--- config.mk ---
export PLATFORM = sky130hd
export DESIGN_NAME = lcd_write_ctrl
export DESIGN_NICKNAME = d
export VERILOG_FILES = /design/src/rtl/lcd_write_ctrl.sv
export SDC_FILE = /design/constraint.sdc
export NUM_CORES = 1
export LEC_CHECK = 0
export BUFFER_PORTS_ARGS = -buffer_cell sky130_fd_sc_hd__buf_2
export CAP_MARGIN = 40
export CORE_AREA = 2 2 69 71
export DETAILED_ROUTE_END_ITERATION = 8
export DIE_AREA = 0 0 71 73
export MAX_ROUTING_LAYER = met4
export PLACE_DENSITY_LB_ADDON = 0.05
export SLEW_MARGIN = 25
export SYNTH_ARGS = -nofsm -noshare
export SYNTH_HDL_FRONTEND = slang
export SYNTH_SLANG_ARGS = --single-unit
--- constraint.sdc ---
create_clock -name sysclk -period 2.8 [get_ports sysclk]
set_input_delay 0.56 -clock sysclk [delete_from_list [all_inputs] [get_ports sysclk]]
set_output_delay 0.56 -clock sysclk [all_outputs]
set_load 0.1 [all_outputs]
--- src/rtl/lcd_write_ctrl.sv ---
// HD44780-compatible 8-bit LCD write sequencer: power-on init, then user command/data writes.
// Optional LCD_LINE_WRAP_EN adds a 16x2 column tracker that auto-issues line-change commands.
module lcd_write_ctrl #(
   parameter int unsigned T_POWERUP_CYC = 1500000,
   parameter int unsigned T_SETUP_CYC   = 4,
   parameter int unsigned T_PULSE_CYC   = 50,
   parameter int unsigned T_HOLD_CYC    = 4,
   parameter int unsigned T_EXEC_CYC    = 4000,
   parameter int unsigned T_CLEAR_CYC   = 164000,
   parameter int unsigned TMR_W         = 21
) (
   input  logic       sysclk,
   input  logic       CLR,
   input  logic       in_valid,
   output logic       in_ready,
   input  logic       in_rs,
   input  logic [7:0] in_data,
   output logic       lcd_rs,
   output logic       lcd_rw,
   output logic       lcd_e,
   output logic [7:0] lcd_d,
   output logic       busy,
   output logic       init_done
);

   typedef enum logic [2:0] {
      StPwrWait,
      StInitLoad,
      StIdle,
      StSetup,
      StPulse,
      StHold,
      StExecWait
   } state_e;

   state_e           state_q, state_d;
   logic [TMR_W-1:0] tmr_q, tmr_d;
   logic [2:0]       init_idx_q, init_idx_d;
   logic             rs_q, rs_d;
   logic [7:0]       data_q, data_d;
   logic             init_done_q, init_done_d;
`ifdef LCD_LINE_WRAP_EN
   logic [4:0]       col_q, col_d;
`endif

   logic [TMR_W-1:0] phase_len;
   logic             phase_done;
   logic             is_slow_cmd;
   logic [7:0]       rom_byte;

   // Clear (0x01) and return-home (0x02/0x03) need the long execution wait.
   assign is_slow_cmd = !rs_q && (data_q[7:2] == 6'd0) && (data_q[1:0] != 2'd0);

   always_comb begin
      rom_byte = 8'h38;
      unique case (init_idx_q)
         3'd3:    rom_byte = 8'h0C;
         3'd4:    rom_byte = 8'h01;
         3'd5:    rom_byte = 8'h06;
         default: rom_byte = 8'h38;
      endcase
   end

   always_comb begin
      phase_len = TMR_W'(1);
      unique case (state_q)
         StPwrWait:  phase_len = TMR_W'(T_POWERUP_CYC);
         StSetup:    phase_len = TMR_W'(T_SETUP_CYC);
         StPulse:    phase_len = TMR_W'(T_PULSE_CYC);
         StHold:     phase_len = TMR_W'(T_HOLD_CYC);
         StExecWait: phase_len = is_slow_cmd ? TMR_W'(T_CLEAR_CYC) : TMR_W'(T_EXEC_CYC);
         default:    phase_len = TMR_W'(1);
      endcase
   end

   assign phase_done = (tmr_q == phase_len - TMR_W'(1));

   always_comb begin
      state_d     = state_q;
      tmr_d       = tmr_q + TMR_W'(1);
      init_idx_d  = init_idx_q;
      rs_d        = rs_q;
      data_d      = data_q;
      init_done_d = init_done_q;
`ifdef LCD_LINE_WRAP_EN
      col_d       = col_q;
`endif
      unique case (state_q)
         StPwrWait: if (phase_done) state_d = StInitLoad;
         StInitLoad: begin
            rs_d    = 1'b0;
            data_d  = rom_byte;
            state_d = StSetup;
         end
         StIdle: begin
            if (in_valid) begin
               rs_d    = in_rs;
               data_d  = in_data;
               state_d = StSetup;
`ifdef LCD_LINE_WRAP_EN
               if (!in_rs && (in_data == 8'h01 || in_data == 8'h02)) begin
                  col_d = 5'd0;
               end else if (!in_rs && in_data[7]) begin
                  col_d = {in_data[6], in_data[3:0]};
               end
`endif
            end
         end
         StSetup: if (phase_done) state_d = StPulse;
         StPulse: if (phase_done) state_d = StHold;
         StHold:  if (phase_done) state_d = StExecWait;
         StExecWait: begin
            if (phase_done) begin
               if (!init_done_q) begin
                  if (init_idx_q == 3'd5) begin
                     init_done_d = 1'b1;
                     state_d     = StIdle;
                  end else begin
                     init_idx_d = init_idx_q + 3'd1;
                     state_d    = StInitLoad;
                  end
               end else begin
                  state_d = StIdle;
`ifdef LCD_LINE_WRAP_EN
                  // End of a line: move the cursor ourselves before accepting more input.
                  if (rs_q && col_q == 5'd15) begin
                     col_d   = 5'd16;
                     rs_d    = 1'b0;
                     data_d  = 8'hC0;
                     state_d = StSetup;
                  end else if (rs_q && col_q == 5'd31) begin
                     col_d   = 5'd0;
                     rs_d    = 1'b0;
                     data_d  = 8'h80;
                     state_d = StSetup;
                  end else if (rs_q) begin
                     col_d = col_q + 5'd1;
                  end
`endif
               end
            end
         end
         default: state_d = StPwrWait;
      endcase
      if (state_d != state_q || state_q == StIdle) tmr_d = '0;
   end

   always_ff @(posedge sysclk) begin
      if (CLR) begin
         state_q     <= StPwrWait;
         tmr_q       <= '0;
         init_idx_q  <= 3'd0;
         rs_q        <= 1'b0;
         data_q      <= 8'h00;
         init_done_q <= 1'b0;
`ifdef LCD_LINE_WRAP_EN
         col_q       <= 5'd0;
`endif
      end else begin
         state_q     <= state_d;
         tmr_q       <= tmr_d;
         init_idx_q  <= init_idx_d;
         rs_q        <= rs_d;
         data_q      <= data_d;
         init_done_q <= init_done_d;
`ifdef LCD_LINE_WRAP_EN
         col_q       <= col_d;
`endif
      end
   end

   assign in_ready  = (state_q == StIdle);
   assign busy      = (state_q != StIdle);
   assign lcd_e     = (state_q == StPulse);
   assign lcd_rs    = rs_q;
   assign lcd_rw    = 1'b0;
   assign lcd_d     = data_q;
   assign init_done = init_done_q;

endmodule

# After elaboration in Yosys (flattened, before gate mapping)
# Index checks and enable logic that the tools add are counted.
# Widths: inputs -> output; s select.
[word_totals]
ff_bits = 37
elab_cells = 55
out_inout_bits = 14
input_bits = 12
[classes]
n_reduce_logical = 13
addsub = 3
muxes = 18
eq_ne = 13
bitwise_logic = 2
[op_table]
columns = ["operator", "n"]
rows = [
  ["$pmux 21 s4", 1],
  ["$add 21x1->21 const B", 1],
  ["$eq 21x21->1", 1],
  ["$mux 3", 7],
  ["$pmux 3 s7", 1],
  ["$sub 21x1->21 const B", 1],
  ["$mux 18", 1],
  ["$pmux 6 s3", 1],
  ["$pmux 8 s2", 1],
  ["$eq 3x3->1 const B", 5],
  ["$eq 3x2->1 const B", 3],
  ["$mux 8", 1],
  ["$logic_not 6->1", 1],
  ["$reduce_and 2->1", 2],
  ["$reduce_and 4->1", 1],
  ["$reduce_bool 2->1", 2],
  ["$reduce_or 2->1", 2],
  ["$add 3x1->3 const B", 1],
  ["$eq 3x1->1 const B", 1],
  ["$logic_not 3->1", 1],
  ["$mux 1", 3],
  ["$ne 3x2->1 const B", 1],
  ["$ne 3x3->1", 1],
  ["$logic_and 1x1->1", 2],
  ["other kinds (6)", 7],
]

# Logic depth before layout (Yosys ltp)
[logic_depth]
depth_word = 12
depth_mapped = 12
depth_no_buf = 10

# Least setup slack after synthesis
# OpenSTA, ideal clock, no wires.
[synth_path]
path_type = "register -> output"
startpoint = "reg state_q[1]"
endpoint = "out in_ready"
arrival_time_ps = 2546
slack_ps = -306
path_buffers = 2
required_ps = 2240
path_stages_with_launch = 6
cell_sequence = "dfxtp_1 -> buf_6 -> nor2b_1 -> nand2_1 -> inv_1 -> clkbuf_1"
[synth_via]
elab_chain_cells = 1
[synth_rtl]
columns = ["element", "line", "rtl"]
rows = [
  ["start: declaration", "36", "state_e state_q, state_d;"],
  ["start signal: assignment", "150", "state_q <= StPwrWait;"],
  ["start signal: assignment", "160", "state_q <= state_d;"],
  ["$eq 3x2->1", "172", "assign in_ready = (state_q == StIdle);"],
  ["end: declaration", "15", "output logic in_ready,"],
]
# No other way between the ends.

# Worst setup path in the final report
[layout_path]
startpoint = "reg state_q[2]"
endpoint = "reg state_q[0]"
[layout_via]
elab_chain_cells = 7
word_cells_on_any_way = 17
cone_classes = "add/sub (1); eq/ne (7); mux (7); reduce/logical (2)"
[layout_rtl]
columns = ["element", "line", "rtl"]
rows = [
  ["$eq 3x3->1 or $eq 3x2->1 (tied branches)", "66, 88", ""],
  ["$reduce_or 2->1 (no line)", "--", ""],
  ["$pmux 21 s4", "66", "unique case (state_q)"],
  ["$sub 21x1->21", "76", "assign phase_done = (tmr_q == phase_len - TMR_W'(1));"],
  ["$eq 21x21->1", "76", ""],
  ["$mux 3 (on tied branches)", "--", ""],
  ["$pmux 3 s7 *", "88", "unique case (state_q)"],
]
# Mark *: on every way between the ends. The rest lies on a longest branch, timed or not.
# A chain may end at the register's enable or synchronous reset.

==> reports/results.ini <==
[status]
status=finished with violations
violations=setup timing

[floorplan]
ios=26
die_area_um2=5180
core_area_um2=4540
placementRows=25
start_util_pct=49.8
dieHeight_um=73
die_width_um=71

[drt]
wl_met3_um=242
viasPerCell=5.75
drt_iter0_drc=149
drc=0
dr.pass1.iters=4
wirelength_um=5610
dr_total_vias=2126
wl_met1_um=2770
routedWlPerCell_um=15.2
ant_nets=0
topRoutingLayerUsed=met4
wl_met2_um=2520

[sta]
setup_tns_ps=-54.7
worst_slew_pin_slew_ps=670
finalCritPeriodShare_pct=101
slew_headroom_pct=55.3
setup_slack_ps=-22.0
clock.fmax_mhz=354
period_minus_slack_ps=2820
hold_viol=0
drv_slew=0
setup_violations=3
rsz0062_at_grt=yes
finClkSkew_ps=9.86

[cts]
cts_buffers=5
clockBufferDepth=2
ctsHoldBuffers=0
ctsHtreeMaxLevel=2
clk_pin_slew_worst_paths_ps=70
clk_latency_ps=300
root_buffer=clkbuf_8
cts_sinks=37
cts_tree=yes

[global_routing]
grt_pass1_wl_um=9270
antenna_found_initial=0
grt_pass1_vias=1916
grt_util_all_layers_pct=23.5
grt-ovfl-total=0
grt_start_max_net_pins=22

[worst_hold_path]
min_path_type=reg -> reg

[pwr]
ir_worst_vdd_uv=411
leakagePower_uw=0.00105
p_per_area_nw_per_um2=888

[worst_setup_path]
cp_slowest_cell=or4_4
cp-end-kind=flop
crit_path_start_kind=flop
worstSetupPathType=reg -> reg
crit_required_ps=2960
path_common_cell=buf_4
cp_cell_sequence=xor2_4 -> nand2b_4 -> nand2_4 -> ha_4 -> xnor2_2 -> or4_4 -> a221oi_4 -> nand4_4 -> buf_4 -> buf_4 -> o31ai_2 -> a31oi_1
critPathMaxStageDelay_ps=500
critPathMaxFanout=4
cp.arrival_ps=2990

[layout]
layout_commonest_cell=dfxtp_1
layout.nets=333
n_antenna_cell=0
syn_to_final_growth_pct=21.8
mostFrequentLayoutCells=dfxtp_1 (35), nor3_1 (28), nand2_1 (27), buf_2 (23), nor2_1 (22)
drive_gt1_share_pct=23.1
fin_area_um2=2750

[yosys]
synth-edff-count=0
synth-seq-cells=37
synthArstFlopShare_pct=0
yosys_warnings=0
synth_nets=300
synth_area_um2=2260
synth_top_cells_by_area=dfxtp_1 (33%), nor3_1 (6.2%), xor2_1 (5.4%), nand2_1 (4.8%), nor2_1 (3.7%)
synth_cells=282
yosysSeqAreaShare_pct=32.8
synth_top_cell_area_share_pct=32.8
ys.flop_type=dfxtp_1
syn-mean-instance-area_um2=8.00
yosys.cell_types.count=52
synth_top_cell_by_area=dfxtp_1

[job]
cap_viol_max_count=0

[placement]
place_area_um2=2540
gp_congestion=0.926
io_buffers=24
hpwlAfterDp_um=4050

==> logic make-up (layout without fill, tap and decap cells) <==
kind of cell               count (synthesis)  after routing  synth area share (%)
AOI/OAI and AO/OA                         48             48                  14.6
and+or+nand+nor                          139            139                  33.1
DFF                                       37             37                  32.8
other                                      1              1                 0.166
adders and majority gates                  6              6                  3.33
muxes                                      4              4                  1.94
xor gates and xnor gates                  23             23                  8.92
buffers and inverters                     24             58                  5.16
==> critical path: cells and delay by family, from the launching register on <==
kind / cells / cell delay, ps
flops: 1 / 380
buf+inv: 2 / 310
fa+ha+maj: 1 / 210
compound gates: 3 / 580
simple gates: 4 / 890
xor+xnor: 2 / 310
==> synth_stat cells (2+ instances only) <==
library cell,n
dfxtp_1,37
nand2_1,29
nor3_1,28
nor2_1,22
a21oi_1,15
xor2_1,14
nand3_1,13
nand2b_1,10
xnor2_1,9
clkbuf_1,7
inv_1,7
a31oi_1,6
and3_1,6
buf_2,6
ha_1,6
nand4_1,6
a211oi_1,5
nor2b_1,4
a21o_1,3
mux2_2,3
nor4_1,3
o211ai_1,3
o31ai_1,3
or4_1,3
a211o_1,2
buf_6,2
nand3b_1,2
o21ai_0,2
o21bai_1,2
or3_1,2
==> final timing paths <==
check                           slack (ps)          to  startpoint  cells past startpoint
worst max-delay path                   -20  state_q[0]  state_q[2]                     12
worst min-delay path                   470    lcd_d[2]    lcd_d[2]                      2
worst max register to register         -20  state_q[0]  state_q[2]                     12
worst min register to register         470    lcd_d[2]    lcd_d[2]                      2
==> report_power, final <==
group / switching [uW] / internal [uW]
logic: 866 / 438
clock network: 201 / 290
registers: 62.1 / 586
==> metal layers <==
| metal | up-vias | global-route usage [%] |
|---|---|---|
| li1 | 1070 | - |
| met1 | 1000 | 32.4 |
| met2 | 49 | 33.7 |
| met3 | 7 | 4.14 |
| met4 | 0 | 10.1 |
| met5 | - | - |
==> registers in the layout, summed over array words and instances (netlist names) <==
name        flops
lcd_rs          1
init_idx_q      3
state_q         3
init_done       1
lcd_d           8
tmr_q          21
==> what timing repair did <==
action / 4_1_cts / 5_1_grt
gates cloned: 0 / 0
setup buffers: 1 / 1
pin swaps: 2 / 8
gates resized for setup: 7 / 8
setup endpoints to repair: 13 / 27
==> layout make-up <==
cell class / count / area (um^2)
fillers: 411 / 1790
multi-input cells: 221 / 1500
flip-flops and latches: 37 / 748
repair buffers: 43 / 290
clock buffers: 6 / 82.6
well taps: 54 / 67.6
clock inverters: 2 / 37.5
inverters: 7 / 26.3
==> metrics by stage <==
step	instances	util, %	total power (uW)	hold WS [ps]	worst slack [ps]
floorplan	282	-	1570	466	16.8
global placement	360	55.9	1840	450	3.79
detailed placement	360	55.9	1850	454	-111
CTS	369	59.4	2380	468	7.91
global route	370	60.6	2590	488	-165
finish	370	60.6	2440	466	-22.0
(Power assumes the default switching activity.)
